==> config.mk <==
export PLATFORM = sky130hd
export DESIGN_NAME = muldiv_unit_flat
export DESIGN_NICKNAME = d
export VERILOG_FILES = /design/src/rtl/muldiv_pkg.sv /design/src/rtl/muldiv_if.sv /design/src/rtl/muldiv_signfix.sv /design/src/rtl/muldiv_unit.sv /design/src/flat_wrapper.sv
export SDC_FILE = /design/constraint.sdc
export NUM_CORES = 1
export LEC_CHECK = 0
export BUFFER_PORTS_ARGS = -buffer_cell sky130_fd_sc_hd__buf_2
export CORE_MARGIN = 5
export CORE_UTILIZATION = 34
export DETAILED_ROUTE_END_ITERATION = 16
export SYNTH_ARGS = -nofsm -noshare
export SYNTH_HDL_FRONTEND = slang
export SYNTH_SLANG_ARGS = --single-unit
==> constraint.sdc <==
create_clock -name Clk -period 6.6 [get_ports Clk]
set_clock_uncertainty 0.1 [all_clocks]
set_input_delay 0.33 -clock Clk [delete_from_list [all_inputs] [get_ports Clk]]
set_output_delay 0.33 -clock Clk [all_outputs]
set_load 0.01 [all_outputs]
==> src/rtl/muldiv_pkg.sv <==
// muldiv_pkg
// Shared definitions for the multiply/divide unit: operation encodings,
// the control FSM state type and small opcode-decoding helpers.
package muldiv_pkg;

    typedef enum logic [1:0] {
        OP_MULT  = 2'b00,
        OP_MULTU = 2'b01,
        OP_DIV   = 2'b10,
        OP_DIVU  = 2'b11
    } op_e;

    typedef enum logic [1:0] {
        ST_IDLE = 2'b00,
        ST_RUN  = 2'b01,
        ST_FIX  = 2'b10
    } state_e;

    function automatic logic is_div_op(op_e op);
        return (op == OP_DIV) || (op == OP_DIVU);
    endfunction

    function automatic logic is_signed_op(op_e op);
        return (op == OP_MULT) || (op == OP_DIV);
    endfunction

endpackage

==> src/rtl/muldiv_if.sv <==
// muldiv_if
// Request/result bundle of the multiply/divide unit.
//   start, op, a, b      : operation request (master -> slave)
//   hi_wr, lo_wr, wdata  : direct Hi/Lo writes (master -> slave)
//   busy, done, divby0   : status (slave -> master)
//   hi, lo               : registered Hi/Lo contents (slave -> master)
interface muldiv_if #(
    parameter int WIDTH = 32
);
    import muldiv_pkg::*;

    logic             start;
    op_e              op;
    logic [WIDTH-1:0] a;
    logic [WIDTH-1:0] b;
    logic             hi_wr;
    logic             lo_wr;
    logic [WIDTH-1:0] wdata;
    logic             busy;
    logic             done;
    logic             divby0;
    logic [WIDTH-1:0] hi;
    logic [WIDTH-1:0] lo;

    modport master (
        output start, op, a, b, hi_wr, lo_wr, wdata,
        input  busy, done, divby0, hi, lo
    );

    modport slave (
        input  start, op, a, b, hi_wr, lo_wr, wdata,
        output busy, done, divby0, hi, lo
    );

endinterface

==> src/rtl/muldiv_signfix.sv <==
// muldiv_signfix
// Combinational sign handling around the unsigned iterative core.
//   a_i, b_i, sgn_i        : raw operands and "treat as signed" flag
//   a_mag_o, b_mag_o       : operand magnitudes
//   neg_q_o, neg_r_o       : result signs (product/quotient, remainder)
//   is_div_i               : stored operation class for the correction
//   fix_neg_q_i, fix_neg_r_i : stored result signs
//   raw_i                  : unsigned result {remainder,quotient} or product
//   hi_o, lo_o             : sign-corrected Hi/Lo values
module muldiv_signfix #(
    parameter int WIDTH = 32
) (
    input  logic [WIDTH-1:0]   a_i,
    input  logic [WIDTH-1:0]   b_i,
    input  logic               sgn_i,
    output logic [WIDTH-1:0]   a_mag_o,
    output logic [WIDTH-1:0]   b_mag_o,
    output logic               neg_q_o,
    output logic               neg_r_o,
    input  logic               is_div_i,
    input  logic               fix_neg_q_i,
    input  logic               fix_neg_r_i,
    input  logic [2*WIDTH-1:0] raw_i,
    output logic [WIDTH-1:0]   hi_o,
    output logic [WIDTH-1:0]   lo_o
);
    logic             a_neg;
    logic             b_neg;
    logic [2*WIDTH-1:0] prod_fix;
    logic [WIDTH-1:0] quo_fix;
    logic [WIDTH-1:0] rem_fix;

    assign a_neg   = sgn_i & a_i[WIDTH-1];
    assign b_neg   = sgn_i & b_i[WIDTH-1];
    // Negating MIN wraps back to MIN, which read as unsigned is exactly |MIN|.
    assign a_mag_o = a_neg ? -a_i : a_i;
    assign b_mag_o = b_neg ? -b_i : b_i;
    assign neg_q_o = a_neg ^ b_neg;
    // Truncating division: remainder follows the dividend's sign.
    assign neg_r_o = a_neg;

    assign prod_fix = fix_neg_q_i ? -raw_i : raw_i;
    assign quo_fix  = fix_neg_q_i ? -raw_i[WIDTH-1:0] : raw_i[WIDTH-1:0];
    assign rem_fix  = fix_neg_r_i ? -raw_i[2*WIDTH-1:WIDTH] : raw_i[2*WIDTH-1:WIDTH];

    assign hi_o = is_div_i ? rem_fix : prod_fix[2*WIDTH-1:WIDTH];
    assign lo_o = is_div_i ? quo_fix : prod_fix[WIDTH-1:0];

endmodule

==> src/rtl/muldiv_unit.sv <==
// muldiv_unit
// Iterative MIPS-style multiply/divide unit with Hi/Lo registers.
// One shift-add (multiply) or restoring-subtract (divide) step per clock,
// WIDTH steps per operation, followed by one sign-correction cycle.
//   Clk   : clock, rising edge
//   Reset : asynchronous active-high reset
//   bus   : muldiv_if slave (request, direct Hi/Lo writes, status, Hi/Lo)
module muldiv_unit
    import muldiv_pkg::*;
#(
    parameter int WIDTH     = 32,
    parameter int SIGNED_EN = 1
) (
    input  logic     Clk,
    input  logic     Reset,
    muldiv_if.slave  bus
);
    localparam int             CW   = $clog2(WIDTH) + 1;
    localparam logic [CW-1:0]  LAST = CW'(WIDTH - 1);

    state_e             state_q, state_d;
    logic [CW-1:0]      cnt_q;
    logic [2*WIDTH-1:0] acc_q;
    logic [WIDTH-1:0]   opnd_q;   // multiplicand or divisor magnitude
    logic               div_q;
    logic               neg_q_q;
    logic               neg_r_q;
    logic [WIDTH-1:0]   hi_q;
    logic [WIDTH-1:0]   lo_q;
    logic               done_q;
    logic               divby0_q;
    logic               dz_pend_q;

    logic               accept;
    logic               in_sgn;
    logic               in_div;
    logic               dz;
    logic [WIDTH-1:0]   a_mag;
    logic [WIDTH-1:0]   b_mag;
    logic               in_neg_q;
    logic               in_neg_r;
    logic [WIDTH-1:0]   fix_hi;
    logic [WIDTH-1:0]   fix_lo;

    logic [WIDTH:0]     add_a;
    logic [WIDTH:0]     add_b;
    logic               add_cin;
    logic [WIDTH+1:0]   add_sum;
    logic [2*WIDTH-1:0] acc_step;

    assign accept = (state_q == ST_IDLE) && bus.start;
    assign in_sgn = (SIGNED_EN != 0) && is_signed_op(bus.op);
    assign in_div = is_div_op(bus.op);
    assign dz     = accept && in_div && (bus.b == '0);

    muldiv_signfix #(.WIDTH(WIDTH)) u_signfix (
        .a_i         (bus.a),
        .b_i         (bus.b),
        .sgn_i       (in_sgn),
        .a_mag_o     (a_mag),
        .b_mag_o     (b_mag),
        .neg_q_o     (in_neg_q),
        .neg_r_o     (in_neg_r),
        .is_div_i    (div_q),
        .fix_neg_q_i (neg_q_q),
        .fix_neg_r_i (neg_r_q),
        .raw_i       (acc_q),
        .hi_o        (fix_hi),
        .lo_o        (fix_lo)
    );

    // Shared WIDTH+1-bit adder/subtractor. For divide it computes
    // (shifted remainder - divisor); the extra top bit is the no-borrow flag.
    always_comb begin
        if (div_q) begin
            add_a   = acc_q[2*WIDTH-1:WIDTH-1];
            add_b   = ~{1'b0, opnd_q};
            add_cin = 1'b1;
        end else begin
            add_a   = {1'b0, acc_q[2*WIDTH-1:WIDTH]};
            add_b   = {1'b0, opnd_q};
            add_cin = 1'b0;
        end
    end

    assign add_sum = {1'b0, add_a} + {1'b0, add_b} + {{(WIDTH+1){1'b0}}, add_cin};

    // acc holds {partial product, multiplier} or {remainder, dividend/quotient}.
    always_comb begin
        if (div_q) begin
            if (add_sum[WIDTH+1])
                acc_step = {add_sum[WIDTH-1:0], acc_q[WIDTH-2:0], 1'b1};
            else
                acc_step = {acc_q[2*WIDTH-2:0], 1'b0};
        end else begin
            if (acc_q[0])
                acc_step = {add_sum[WIDTH:0], acc_q[WIDTH-1:1]};
            else
                acc_step = {1'b0, acc_q[2*WIDTH-1:1]};
        end
    end

    // FSM: state register
    always_ff @(posedge Clk or posedge Reset) begin
        if (Reset)
            state_q <= ST_IDLE;
        else
            state_q <= state_d;
    end

    // FSM: next-state logic; a zero divisor never leaves IDLE
    always_comb begin
        state_d = state_q;
        case (state_q)
            ST_IDLE: if (accept && !dz)   state_d = ST_RUN;
            ST_RUN:  if (cnt_q == LAST)   state_d = ST_FIX;
            ST_FIX:                       state_d = ST_IDLE;
            default:                      state_d = ST_IDLE;
        endcase
    end

    // FSM: outputs
    always_comb begin
        bus.busy = (state_q != ST_IDLE);
    end

    // Datapath and Hi/Lo registers
    always_ff @(posedge Clk or posedge Reset) begin
        if (Reset) begin
            cnt_q     <= '0;
            acc_q     <= '0;
            opnd_q    <= '0;
            div_q     <= 1'b0;
            neg_q_q   <= 1'b0;
            neg_r_q   <= 1'b0;
            hi_q      <= '0;
            lo_q      <= '0;
            done_q    <= 1'b0;
            divby0_q  <= 1'b0;
            dz_pend_q <= 1'b0;
        end else begin
            done_q    <= dz_pend_q;
            divby0_q  <= dz_pend_q;
            dz_pend_q <= dz;

            case (state_q)
                ST_IDLE: begin
                    if (accept && !dz) begin
                        acc_q   <= {{WIDTH{1'b0}}, (in_div ? a_mag : b_mag)};
                        opnd_q  <= in_div ? b_mag : a_mag;
                        div_q   <= in_div;
                        neg_q_q <= in_neg_q;
                        neg_r_q <= in_neg_r;
                        cnt_q   <= '0;
                    end
                    if (bus.hi_wr) hi_q <= bus.wdata;
                    if (bus.lo_wr) lo_q <= bus.wdata;
                end
                ST_RUN: begin
                    acc_q <= acc_step;
                    cnt_q <= cnt_q + CW'(1);
                end
                ST_FIX: begin
                    hi_q   <= fix_hi;
                    lo_q   <= fix_lo;
                    done_q <= 1'b1;
                    cnt_q  <= '0;
                end
                default: ;
            endcase
        end
    end

    assign bus.done   = done_q;
    assign bus.divby0 = divby0_q;
    assign bus.hi     = hi_q;
    assign bus.lo     = lo_q;

endmodule

==> src/flat_wrapper.sv <==
// flat-port wrapper written by rule: the top's interface ports become plain ports
module muldiv_unit_flat import muldiv_pkg::*;
#(
    parameter int WIDTH     = 32,
    parameter int SIGNED_EN = 1
)
  (Clk, Reset, bus_start, bus_op, bus_a, bus_b, bus_hi_wr, bus_lo_wr, bus_wdata, bus_busy, bus_done, bus_divby0, bus_hi, bus_lo);
  muldiv_if #(.WIDTH(WIDTH)) bus_i ();
  input  logic Clk;
  input  logic Reset;
  input wire logic [$bits(bus_i.start)-1:0] bus_start;
  input wire logic [$bits(bus_i.op)-1:0] bus_op;
  input wire logic [$bits(bus_i.a)-1:0] bus_a;
  input wire logic [$bits(bus_i.b)-1:0] bus_b;
  input wire logic [$bits(bus_i.hi_wr)-1:0] bus_hi_wr;
  input wire logic [$bits(bus_i.lo_wr)-1:0] bus_lo_wr;
  input wire logic [$bits(bus_i.wdata)-1:0] bus_wdata;
  output wire logic [$bits(bus_i.busy)-1:0] bus_busy;
  output wire logic [$bits(bus_i.done)-1:0] bus_done;
  output wire logic [$bits(bus_i.divby0)-1:0] bus_divby0;
  output wire logic [$bits(bus_i.hi)-1:0] bus_hi;
  output wire logic [$bits(bus_i.lo)-1:0] bus_lo;
  assign bus_i.start = bus_start;
  assign bus_i.op = bus_op;
  assign bus_i.a = bus_a;
  assign bus_i.b = bus_b;
  assign bus_i.hi_wr = bus_hi_wr;
  assign bus_i.lo_wr = bus_lo_wr;
  assign bus_i.wdata = bus_wdata;
  assign bus_busy = bus_i.busy;
  assign bus_done = bus_i.done;
  assign bus_divby0 = bus_i.divby0;
  assign bus_hi = bus_i.hi;
  assign bus_lo = bus_i.lo;
  muldiv_unit #(.WIDTH(WIDTH), .SIGNED_EN(SIGNED_EN)) u_core (.Clk(Clk), .Reset(Reset), .bus(bus_i));
endmodule
==> flow_summary.json <==
{
  "grt_pass1_vias": 13200,
  "die_area_sq_um": 46900,
  "coreArea_sq_um": 42100,
  "clk_latency_ns": 0.44,
  "routed_wl_um": 51100,
  "async_flop_share_pct": 100,
  "critPathLaunchType": "flop",
  "cts_setup_buffers": 0,
  "min_path_type": "in -> async",
  "p_total_uw": 8290,
  "p_per_area_nw_per_um2": 511,
  "worst_pin_slew_ns": 1.12,
  "ys.flop_type": "dfrtp_1",
  "dp_hpwl_um": 39200,
  "ir_drop_mv": 0.267,
  "drt-wirelength-per-cell_um": 21.0,
  "fin_cells": 2434,
  "cap_violations": 0,
  "ys_seq_elements": 174,
  "leakage_uw": 0.00678,
  "cts_buffers": 17,
  "die_w_um": 217,
  "post-route-min-period_ns": 4.59,
  "yosysMostFrequentCell": "nor2_1",
  "antenna_found_initial": 2,
  "grt_first_pass_wirelength_um": 77800,
  "setup_viol": 0,
  "r2r_end": "u_core.acc_q[61]",
  "path_clk_slew_ns": 0.08,
  "rows": 75,
  "synth_top_area_share_pct": 30.0,
  "cts_max_path_buffers": 2,
  "syn-mean-instance-area_sq_um": 7.93,
  "yosysWarnings": 0,
  "hold_violations": 0,
  "crit_path_end_kind": "flop",
  "ys_seq_area_share_pct": 30.0,
  "max_slew_margin_pct": 25.4,
  "ant_nets": 0,
  "reg2regPathDepth": 12,
  "synthToLayoutAreaGrowth_pct": 11.8,
  "yosysUniqueCellTypes": 77,
  "drive_above_1_share_pct": 15.8,
  "track_usage_pct": 20.9,
  "crit_type": "reg -> reg",
  "vias_per_cell": 5.81,
  "drt_first_pass_iters": 7,
  "start_util_pct": 34.5,
  "root_buffer": "clkbuf_16",
  "crit_start": "u_core.div_q",
  "vias": 14100,
  "layout.nets": 2023,
  "fin_setup_tns_ns": 0,
  "synth_top_area_cell": "dfrtp_1",
  "fin_crit_sh_pct": 69.5,
  "synth-edff-count": 0,
  "overflow": 0,
  "synth_cells": 1832,
  "critPathRequiredTime_ns": 6.86,
  "hold_buffers": 0,
  "crit_path_end": "u_core.acc_q[61]",
  "r2r_start": "u_core.div_q",
  "grt_max_degree": 110,
  "reg2reg_slack_ns": 2.01,
  "clkSinkCount": 174,
  "drv_slew": 0,
  "max_freq_mhz": 218,
  "whs_ns": 0.0240,
  "cp.arrival_ns": 4.85,
  "critPathMaxFanout": 64,
  "cts_htree_levels": 4,
  "place_congestion": 0.943,
  "dpl.cell_count": 2403,
  "yosys-top-cells-count": "nor2_1, a21oi_1, dfrtp_1, nand2_1, clkbuf_1",
  "num_antenna_cells": 0,
  "synth.net_count": 1972,
  "io_pins": 170,
  "port_buffers": 169,
  "status": "finished clean",
  "drt-initial-drc-count": 1313,
  "rsz0062_at_grt": "no",
  "fillers": 4373,
  "drc": 0,
  "fp.dieH_um": 217,
  "netlist_area_sq_um": 14500,
  "synth_area_leaders": "dfrtp_1, a21oi_1, xor2_1",
  "cts-resized-gates": 0,
  "cts_tree": "yes"
}
-- per-stage QoR --
step	worst slack, ns	utilization (%)	cell area, sq um
after global placement	2.21	37.2	15700
final	2.01	38.5	16200
after CTS	2.10	38.5	16200
after floorplan	1.45	-	14500
after detailed placement	2.11	37.2	15700
after global routing	1.87	38.5	16200
-- sequential cells by signal, summed over array words and instances, names as in the netlist --
| register | flops |
|---|---|
| u_core.state_q | 2 |
| u_core.bus.done | 1 |
| u_core.acc_q | 64 |
| u_core.opnd_q | 32 |
| u_core.bus.lo | 32 |
| u_core.div_q | 1 |
| u_core.dz_pend_q | 1 |
| u_core.cnt_q | 6 |
| u_core.bus.divby0 | 1 |
| u_core.bus.hi | 32 |
| u_core.neg_r_q | 1 |
| u_core.neg_q_q | 1 |
-- worst min path at each step --
stage                     cells past startpoint  slack, ns                 to              from
after floorplan                               0       0.25  u_core.bus.divby0  u_core.dz_pend_q
after CTS                                     2       0.06    u_core.acc_q[5]             Reset
final                                         2       0.02   u_core.acc_q[19]             Reset
after detailed placement                      0       0.32  u_core.bus.divby0  u_core.dz_pend_q
after global routing                          2       0.07   u_core.bus.hi[1]      bus_wdata[1]
after global placement                        0       0.32  u_core.bus.divby0  u_core.dz_pend_q
-- cell type report --
cell class                      count  area [sq um]  share of cell area [%]
Clock buffer                       17           425                    2.62
Clock inverter                     14           144                   0.886
Inverter                           28           110                   0.678
Multi-Input combinational cell   1473          9510                    58.6
Sequential cell                   174          4360                    26.8
Tap cell                          539           674                    4.15
Timing Repair Buffer              189          1010                    6.23
-- cell usage in the layout (no fill, tap or decap), types with 29 or more instances in the layout --
cell type,n
a21o_1,29
ha_1,36
nor2_1,193
nor3_1,34
nand3_1,29
nand2_1,174
xnor2_1,80
o31ai_1,33
xor2_1,92
o21ai_0,120
a21oi_1,177
a211oi_1,50
mux2_2,43
mux2i_1,52
buf_2,168
dfrtp_1,173
-- worst max-delay path, stage by stage (launching register included) --
cell and delay (ns):
dfrtp_4 0.96, buf_12 0.40, nand3b_1 0.16, o21ai_1 0.13, fa_1 0.42, a21oi_1 0.30, o211a_1 0.22, o21ai_1 0.16
a31oi_1 0.42, o211ai_1 0.28, a31oi_1 0.38, mux2_2 0.38, a32oi_1 0.15
-- logic make-up after synthesis --
| group | Yosys count | synth area share (%) |
|---|---|---|
| compound gates | 592 | 26.1 |
| simple gates | 577 | 18.5 |
| buf+inv | 185 | 4.88 |
| flops | 174 | 30.0 |
| xor+xnor | 172 | 10.4 |
| mux | 95 | 6.92 |
| fa+ha+maj | 37 | 3.24 |
-- per-layer routing --
layer  share of wire, %  vias up  global-route usage [%]
li1                   -     6722                       -
met1                 47     6756                    30.8
met2                 41      588                    30.8
met3                8.2       70                    3.88
met4                3.2        4                    6.59
met5              0.053        -                       0
-- power breakdown --
part | switching (uW) | total [uW] | internal [uW]
Sequential | 732 | 2170 | 1430
Clock | 503 | 1010 | 503
Combinational | 3010 | 5120 | 2110
Total | 4240 | 8290 | 4040
No activity file was read; power rests on OpenSTA's default activity.
